### src/rtl/miriscv_pkg.sv
// Shared widths and bus payload types for the miriscv core.
package miriscv_pkg;

    localparam int unsigned XLEN = 32;
    localparam int unsigned ILEN = 32;

    typedef struct packed {
        logic [ILEN-1:0] instr;
        logic [XLEN-1:0] pc;
    } fetch_entry_t;

endpackage

### src/rtl/miriscv_fetch_fifo.sv
// Prefetch FIFO of fetched {instr, pc} entries with synchronous flush.
// Push and pop may coincide at any occupancy, including full.
module miriscv_fetch_fifo
    import miriscv_pkg::*;
#(
    parameter int unsigned DEPTH = 4
) (
    input  logic                         clk_i,
    input  logic                         srstn_i,
    input  logic                         flush_i,
    input  logic                         push_i,
    input  logic                         pop_i,
    input  fetch_entry_t                 data_i,
    output fetch_entry_t                 head_o,
    output logic                         empty_o,
    output logic [$clog2(DEPTH+1)-1:0]   cnt_o
);

    localparam int unsigned CW = $clog2(DEPTH + 1);
    localparam int unsigned PW = $clog2(DEPTH);

    fetch_entry_t    mem_q [DEPTH];
    logic [PW-1:0]   wr_q, wr_d;
    logic [PW-1:0]   rd_q, rd_d;
    logic [CW-1:0]   cnt_q, cnt_d;

    always_comb begin
        wr_d  = wr_q;
        rd_d  = rd_q;
        cnt_d = cnt_q + CW'(push_i) - CW'(pop_i);
        if (push_i) wr_d = wr_q + PW'(1);
        if (pop_i)  rd_d = rd_q + PW'(1);
        if (flush_i) begin
            wr_d  = '0;
            rd_d  = '0;
            cnt_d = '0;
        end
    end

    always_ff @(posedge clk_i) begin
        if (!srstn_i) begin
            wr_q  <= '0;
            rd_q  <= '0;
            cnt_q <= '0;
        end else begin
            wr_q  <= wr_d;
            rd_q  <= rd_d;
            cnt_q <= cnt_d;
        end
    end

    // Storage is data only; validity is tracked by the count.
    always_ff @(posedge clk_i) begin
        if (push_i) mem_q[wr_q] <= data_i;
    end

    assign head_o  = mem_q[rd_q];
    assign empty_o = (cnt_q == '0);
    assign cnt_o   = cnt_q;

endmodule

### src/rtl/miriscv_fetch_stage_pf.sv
// Prefetching fetch stage: pipelined req/gnt instruction fetch, prefetch FIFO,
// discard counting of stale responses after a redirect, stall/kill output register.
module miriscv_fetch_stage_pf
    import miriscv_pkg::*;
#(
    parameter int unsigned     DEPTH     = 4,
    parameter int unsigned     MAX_OUTST = 2,
    parameter logic [XLEN-1:0] RESET_PC  = '0
) (
    input  logic              clk_i,
    input  logic              srstn_i,
    input  logic              cu_kill_f_i,
    input  logic              cu_stall_f_i,
    input  logic              cu_force_f_i,
    input  logic [XLEN-1:0]   cu_force_pc_i,
    output logic              f_stall_req_o,
    output logic              instr_req_o,
    output logic [XLEN-1:0]   instr_addr_o,
    input  logic              instr_gnt_i,
    input  logic              instr_rvalid_i,
    input  logic [XLEN-1:0]   instr_rdata_i,
    output logic [ILEN-1:0]   f_instr_o,
    output logic [XLEN-1:0]   f_current_pc_o,
    output logic [XLEN-1:0]   f_next_pc_o,
    output logic              f_valid_o
);

    localparam int unsigned CW = $clog2(DEPTH + 1);

    logic            run_q;
    logic [XLEN-1:0] req_pc_q, req_pc_d;
    logic [XLEN-1:0] resp_pc_q, resp_pc_d;
    logic [CW-1:0]   inflight_q, inflight_d;
    logic [CW-1:0]   discard_q, discard_d;
    fetch_entry_t    out_q, out_d;
    logic            valid_q, valid_d;

    fetch_entry_t    fifo_head;
    fetch_entry_t    resp_entry;
    logic            fifo_empty;
    logic [CW-1:0]   fifo_cnt;
    logic [CW:0]     pending;
    logic            grant, keep, drop, load, pop, bypass, push;

    // Requests whose responses will still occupy a FIFO slot, plus current occupancy.
    assign pending = (CW+1)'(inflight_q - discard_q) + (CW+1)'(fifo_cnt);

    assign instr_req_o  = run_q & srstn_i & ~cu_force_f_i
                        & (inflight_q < CW'(MAX_OUTST))
                        & (pending < (CW+1)'(DEPTH));
    assign instr_addr_o = req_pc_q;
    assign grant        = instr_req_o & instr_gnt_i;

    assign keep       = instr_rvalid_i & (discard_q == '0);
    assign drop       = instr_rvalid_i & (discard_q != '0);
    assign resp_entry = '{instr: ILEN'(instr_rdata_i), pc: resp_pc_q};

    assign load   = ~cu_kill_f_i & ~cu_force_f_i & ~cu_stall_f_i;
    assign pop    = load & ~fifo_empty;
    assign bypass = load & fifo_empty & keep;
    assign push   = keep & ~cu_force_f_i & ~bypass;

    always_comb begin
        req_pc_d   = req_pc_q;
        resp_pc_d  = resp_pc_q;
        inflight_d = inflight_q + CW'(grant) - CW'(instr_rvalid_i);
        discard_d  = discard_q;
        out_d      = out_q;
        valid_d    = valid_q;

        if (grant) req_pc_d  = req_pc_q + XLEN'(4);
        if (keep)  resp_pc_d = resp_pc_q + XLEN'(4);
        if (drop)  discard_d = discard_q - CW'(1);

        // Everything still outstanding after this cycle becomes stale.
        if (cu_force_f_i) begin
            req_pc_d  = cu_force_pc_i;
            resp_pc_d = cu_force_pc_i;
            discard_d = inflight_q - CW'(instr_rvalid_i);
        end

        if (cu_kill_f_i || cu_force_f_i) begin
            valid_d = 1'b0;
        end else if (!cu_stall_f_i) begin
            if (!fifo_empty) begin
                out_d   = fifo_head;
                valid_d = 1'b1;
            end else if (keep) begin
                out_d   = resp_entry;
                valid_d = 1'b1;
            end else begin
                valid_d = 1'b0;
            end
        end
    end

    always_ff @(posedge clk_i) begin
        if (!srstn_i) begin
            run_q      <= 1'b0;
            req_pc_q   <= RESET_PC;
            resp_pc_q  <= RESET_PC;
            inflight_q <= '0;
            discard_q  <= '0;
            valid_q    <= 1'b0;
        end else begin
            run_q      <= 1'b1;
            req_pc_q   <= req_pc_d;
            resp_pc_q  <= resp_pc_d;
            inflight_q <= inflight_d;
            discard_q  <= discard_d;
            valid_q    <= valid_d;
        end
    end

    always_ff @(posedge clk_i) begin
        out_q <= out_d;
    end

    miriscv_fetch_fifo #(
        .DEPTH (DEPTH)
    ) u_fifo (
        .clk_i   (clk_i),
        .srstn_i (srstn_i),
        .flush_i (cu_force_f_i),
        .push_i  (push),
        .pop_i   (pop),
        .data_i  (resp_entry),
        .head_o  (fifo_head),
        .empty_o (fifo_empty),
        .cnt_o   (fifo_cnt)
    );

    assign f_stall_req_o  = 1'b0;
    assign f_instr_o      = out_q.instr;
    assign f_current_pc_o = out_q.pc;
    assign f_next_pc_o    = out_q.pc + XLEN'(4);
    assign f_valid_o      = valid_q;

    rvalid_without_request : assert property (
        @(posedge clk_i) disable iff (!srstn_i) !(instr_rvalid_i && (inflight_q == '0))
    );

endmodule

### config.mk
export PLATFORM = sky130hd
export DESIGN_NAME = miriscv_fetch_stage_pf
export DESIGN_NICKNAME = d
export VERILOG_FILES = /design/src/rtl/miriscv_pkg.sv /design/src/rtl/miriscv_fetch_fifo.sv /design/src/rtl/miriscv_fetch_stage_pf.sv
export SDC_FILE = /design/constraint.sdc
export NUM_CORES = 1
export LEC_CHECK = 0
export BUFFER_PORTS_ARGS = -buffer_cell sky130_fd_sc_hd__buf_4
export CAP_MARGIN = 0
export CORE_UTILIZATION = 40
export CTS_CLUSTER_DIAMETER = 150
export DETAILED_ROUTE_END_ITERATION = 8
export PLACE_DENSITY_LB_ADDON = 0.12
export SLEW_MARGIN = 20
export SYNTH_ARGS = -nofsm -noshare
export SYNTH_HDL_FRONTEND = slang
export SYNTH_HIERARCHICAL = 1
export SYNTH_SLANG_ARGS = --single-unit
### constraint.sdc
create_clock -name clk_i -period 16.1 [get_ports clk_i]
set_input_delay 0.805 -clock clk_i [delete_from_list [all_inputs] [get_ports clk_i]]
set_output_delay 0.805 -clock clk_i [all_outputs]
set_load 0.02 [all_outputs]
==> results.ini <==
[setup_path]
timing.critical_path.slowest_cell_delay_ps = 550
worstPathArrival_ps = 3010
end_kind = output pin
path_depth = 9
startpoint_type = flip-flop
critPathTopFamily = adder cells
critPathKind = flip-flop to output pin
path_cells = inv_1 -> fa_1 -> inv_1 -> ha_1 -> and3b_1 -> o211a_1 -> nor2_1 -> nor2_1 -> buf_4
cp_num_buf_inv = 3
cp_max_fo = 20
cp.required_ps = 15290
reg2reg_depth = 13
slowest_stage = fa_1

[hold_path]
hp-class = input port to flip-flop
hold_depth = 2

[clocking]
clk_latency_ps = 550
ctsHoldBuffers = 0
cts_buffers = 44
post-cts-setup-buffers = 0
cts_resized = 0
cts.htree.levels = 2
cts_buffer_depth = 3
cts_tree = yes
cts_sinks = 401
clockRootBuffer = clkbuf_16
clkTransAtPathRegs_ps = 60

[timing]
period_share_pct = 23.7
worstMarginPinSlew_ps = 1110
fmax_mhz = 262
clock_skew_ps = 14.1
relSlewSlack_pct = 26.3
setup_viol = 0
worst_slack_ps = 12290
fin_crit_ps = 3810
drv_slew = 0
finalSetupTns_ps = 0
finalHoldViolCount = 0
rsz0062_at_grt = no

[drt]
wl_mm = 37.6
dr_total_vias = 9705
ant_nets = 0
route.detailed.drc = 0
vias_per_cell = 5.27
dr.pass1.iters = 6
wl_per_cell_um = 20.4
initialDrtViolationCount = 631

[global_routing]
grt_max_degree = 69
grt_use_total_pct = 17.5
grt_first_pass_wirelength_mm = 58.2
grt-ovfl-total = 0
grt_pass1_vias = 9846
antenna_found_initial = 0

[finish]
nets = 1365
fin_cells = 1841
syn2layout_area_growth_pct = 19.1
fin_util_pct = 48.2
mostFrequentLayoutCells = edfxtp_1 (320), buf_4 (209), dfxtp_1 (79), mux2_2 (65), mux4_2 (60)
layout_commonest_cell = edfxtp_1
antenna_cells = 0
drive_gt1_share_pct = 32.0
fin_area_um2 = 20200

[power_and_ir_drop]
leakagePower_nw = 7.00
ir_drop_mv = 0.0597
power.density_nw_per_um2 = 113

[synthesis]
synthFlopType = edfxtp_1
ys_seq_area_share_pct = 66.1
synth_cells = 1066
yosys.area.top_type = edfxtp_1
synth_nets = 1160
synth_edf_count = 320
ys_ff_latch = 401
synth_area_leaders = edfxtp_1 (57%), dfxtp_1 (9.5%), mux4_2 (8.0%)
synth_top_area_share_pct = 56.6
async_flop_share_pct = 0
yosys_warnings = 6
ys_types = 65
syn_area_per_cell_um2 = 15.9
syn-cell-area_um2 = 17000

[place]
hpwlAfterDp_mm = 23.3
place_congestion = 0.788
pre_cts_ws_ps = 12420
numPortBuffers = 200
dpl-instance-area_um2 = 18900
placed_cells = 1763

[run]
maxCapViolations = 0

[status]
status = finished, final reports clean

[floorplan]
io-pin-count = 202
core_area_um2 = 41900
die_w_um = 208
row_count = 75
dieArea_um2 = 43300
fp.dieH_um = 208
start_util_pct = 40.5

-- final cells by class --
| cell class | instances | area (um^2) |
|---|---|---|
| repair buffers | 210 | 1600 |
| clock inverters | 15 | 104 |
| inverters | 39 | 146 |
| well taps | 539 | 674 |
| clock buffers | 62 | 1200 |
| flip-flops and latches | 401 | 11200 |
| fillers | 3647 | 21700 |
| multi-input cells | 575 | 5280 |
-- kinds of logic after synthesis --
logic type,after synthesis,synth area share [%]
AOI/OAI and AO/OA,130,4.58
xor gates and xnor gates,81,4.27
adders and majority gates,23,1.87
buffers and inverters,90,2.93
DFF,401,66.1
muxes,135,13.2
other,1,0.0221
and+or+nand+nor,205,6.96
-- metrics by stage --
| step | hold slack, ps | power (mW) |
|---|---|---|
| 2_1_floorplan | 472 | 1.32 |
| 3_3_place_gp | 466 | 1.39 |
| 3_5_place_dp | 465 | 1.39 |
| 4_1_cts | 421 | 2.32 |
| 5_1_grt | 423 | 2.39 |
| 6_report | 460 | 2.29 |
-- layer usage --
layer	track usage [%]	wire, um	vias up
li1	-	-	4541
met1	25.2	17800	4874
met2	27.3	17200	249
met3	3.62	1970	41
met4	4.11	549	0
met5	0	0	-
-- cells in the mapped netlist, types with 4 or more instances --
master and number:
mux2i_1 6, nor2_1 31, a31oi_1 4, ha_1 19
o21ai_0 33, clkbuf_1 19, a211oi_1 5, fa_1 4
nor4_1 6, nand3_1 24, nor3_1 20, buf_2 13
nand2_1 44, mux4_2 60, edfxtp_1 320, mux2_2 65
a21oi_1 57, buf_12 6, xnor2_1 46, dfxtp_1 81
o2111ai_1 10, xor2_1 34, and3_1 17, and4_1 9
nor4_4 4, and2_1 11, o211ai_1 8, mux4_1 4
nand4_1 16, buf_1 5, inv_1 38
-- worst paths after layout --
check                                    start                           end  slack [ps]
hold / removal                     cu_kill_f_i        f_valid_o$_SDFFE_PP0N_         460
setup reg to reg      inflight_q[1]$_SDFF_PN0_      inflight_q[2]$_SDFF_PN0_       12410
setup / recovery      inflight_q[1]$_SDFF_PN0_                   instr_req_o       12290
hold reg to reg   instr_addr_o[0]$_SDFFE_PN0P_  instr_addr_o[0]$_SDFFE_PN0P_         470
-- state kept, by name, summed over array words and instances (netlist names), named ones only --
name	count
resp_pc_q	32
inflight_q	3
instr_addr_o	32
u_fifo/mem_q	256
discard_q	3
f_valid_o	1
u_fifo/cnt_o	3
f_instr_o	32
u_fifo/rd_q	2
f_current_pc_o	32
run_q	1
u_fifo/wr_q	2
-- where the power goes --
group,internal (mW),switching [mW],total [mW],leakage (nW)
registers,1.15,0.0298,1.18,3.58
logic,0.0793,0.104,0.183,2.78
clock network,0.535,0.395,0.929,0.640
Power figures use the tool's default switching activity.
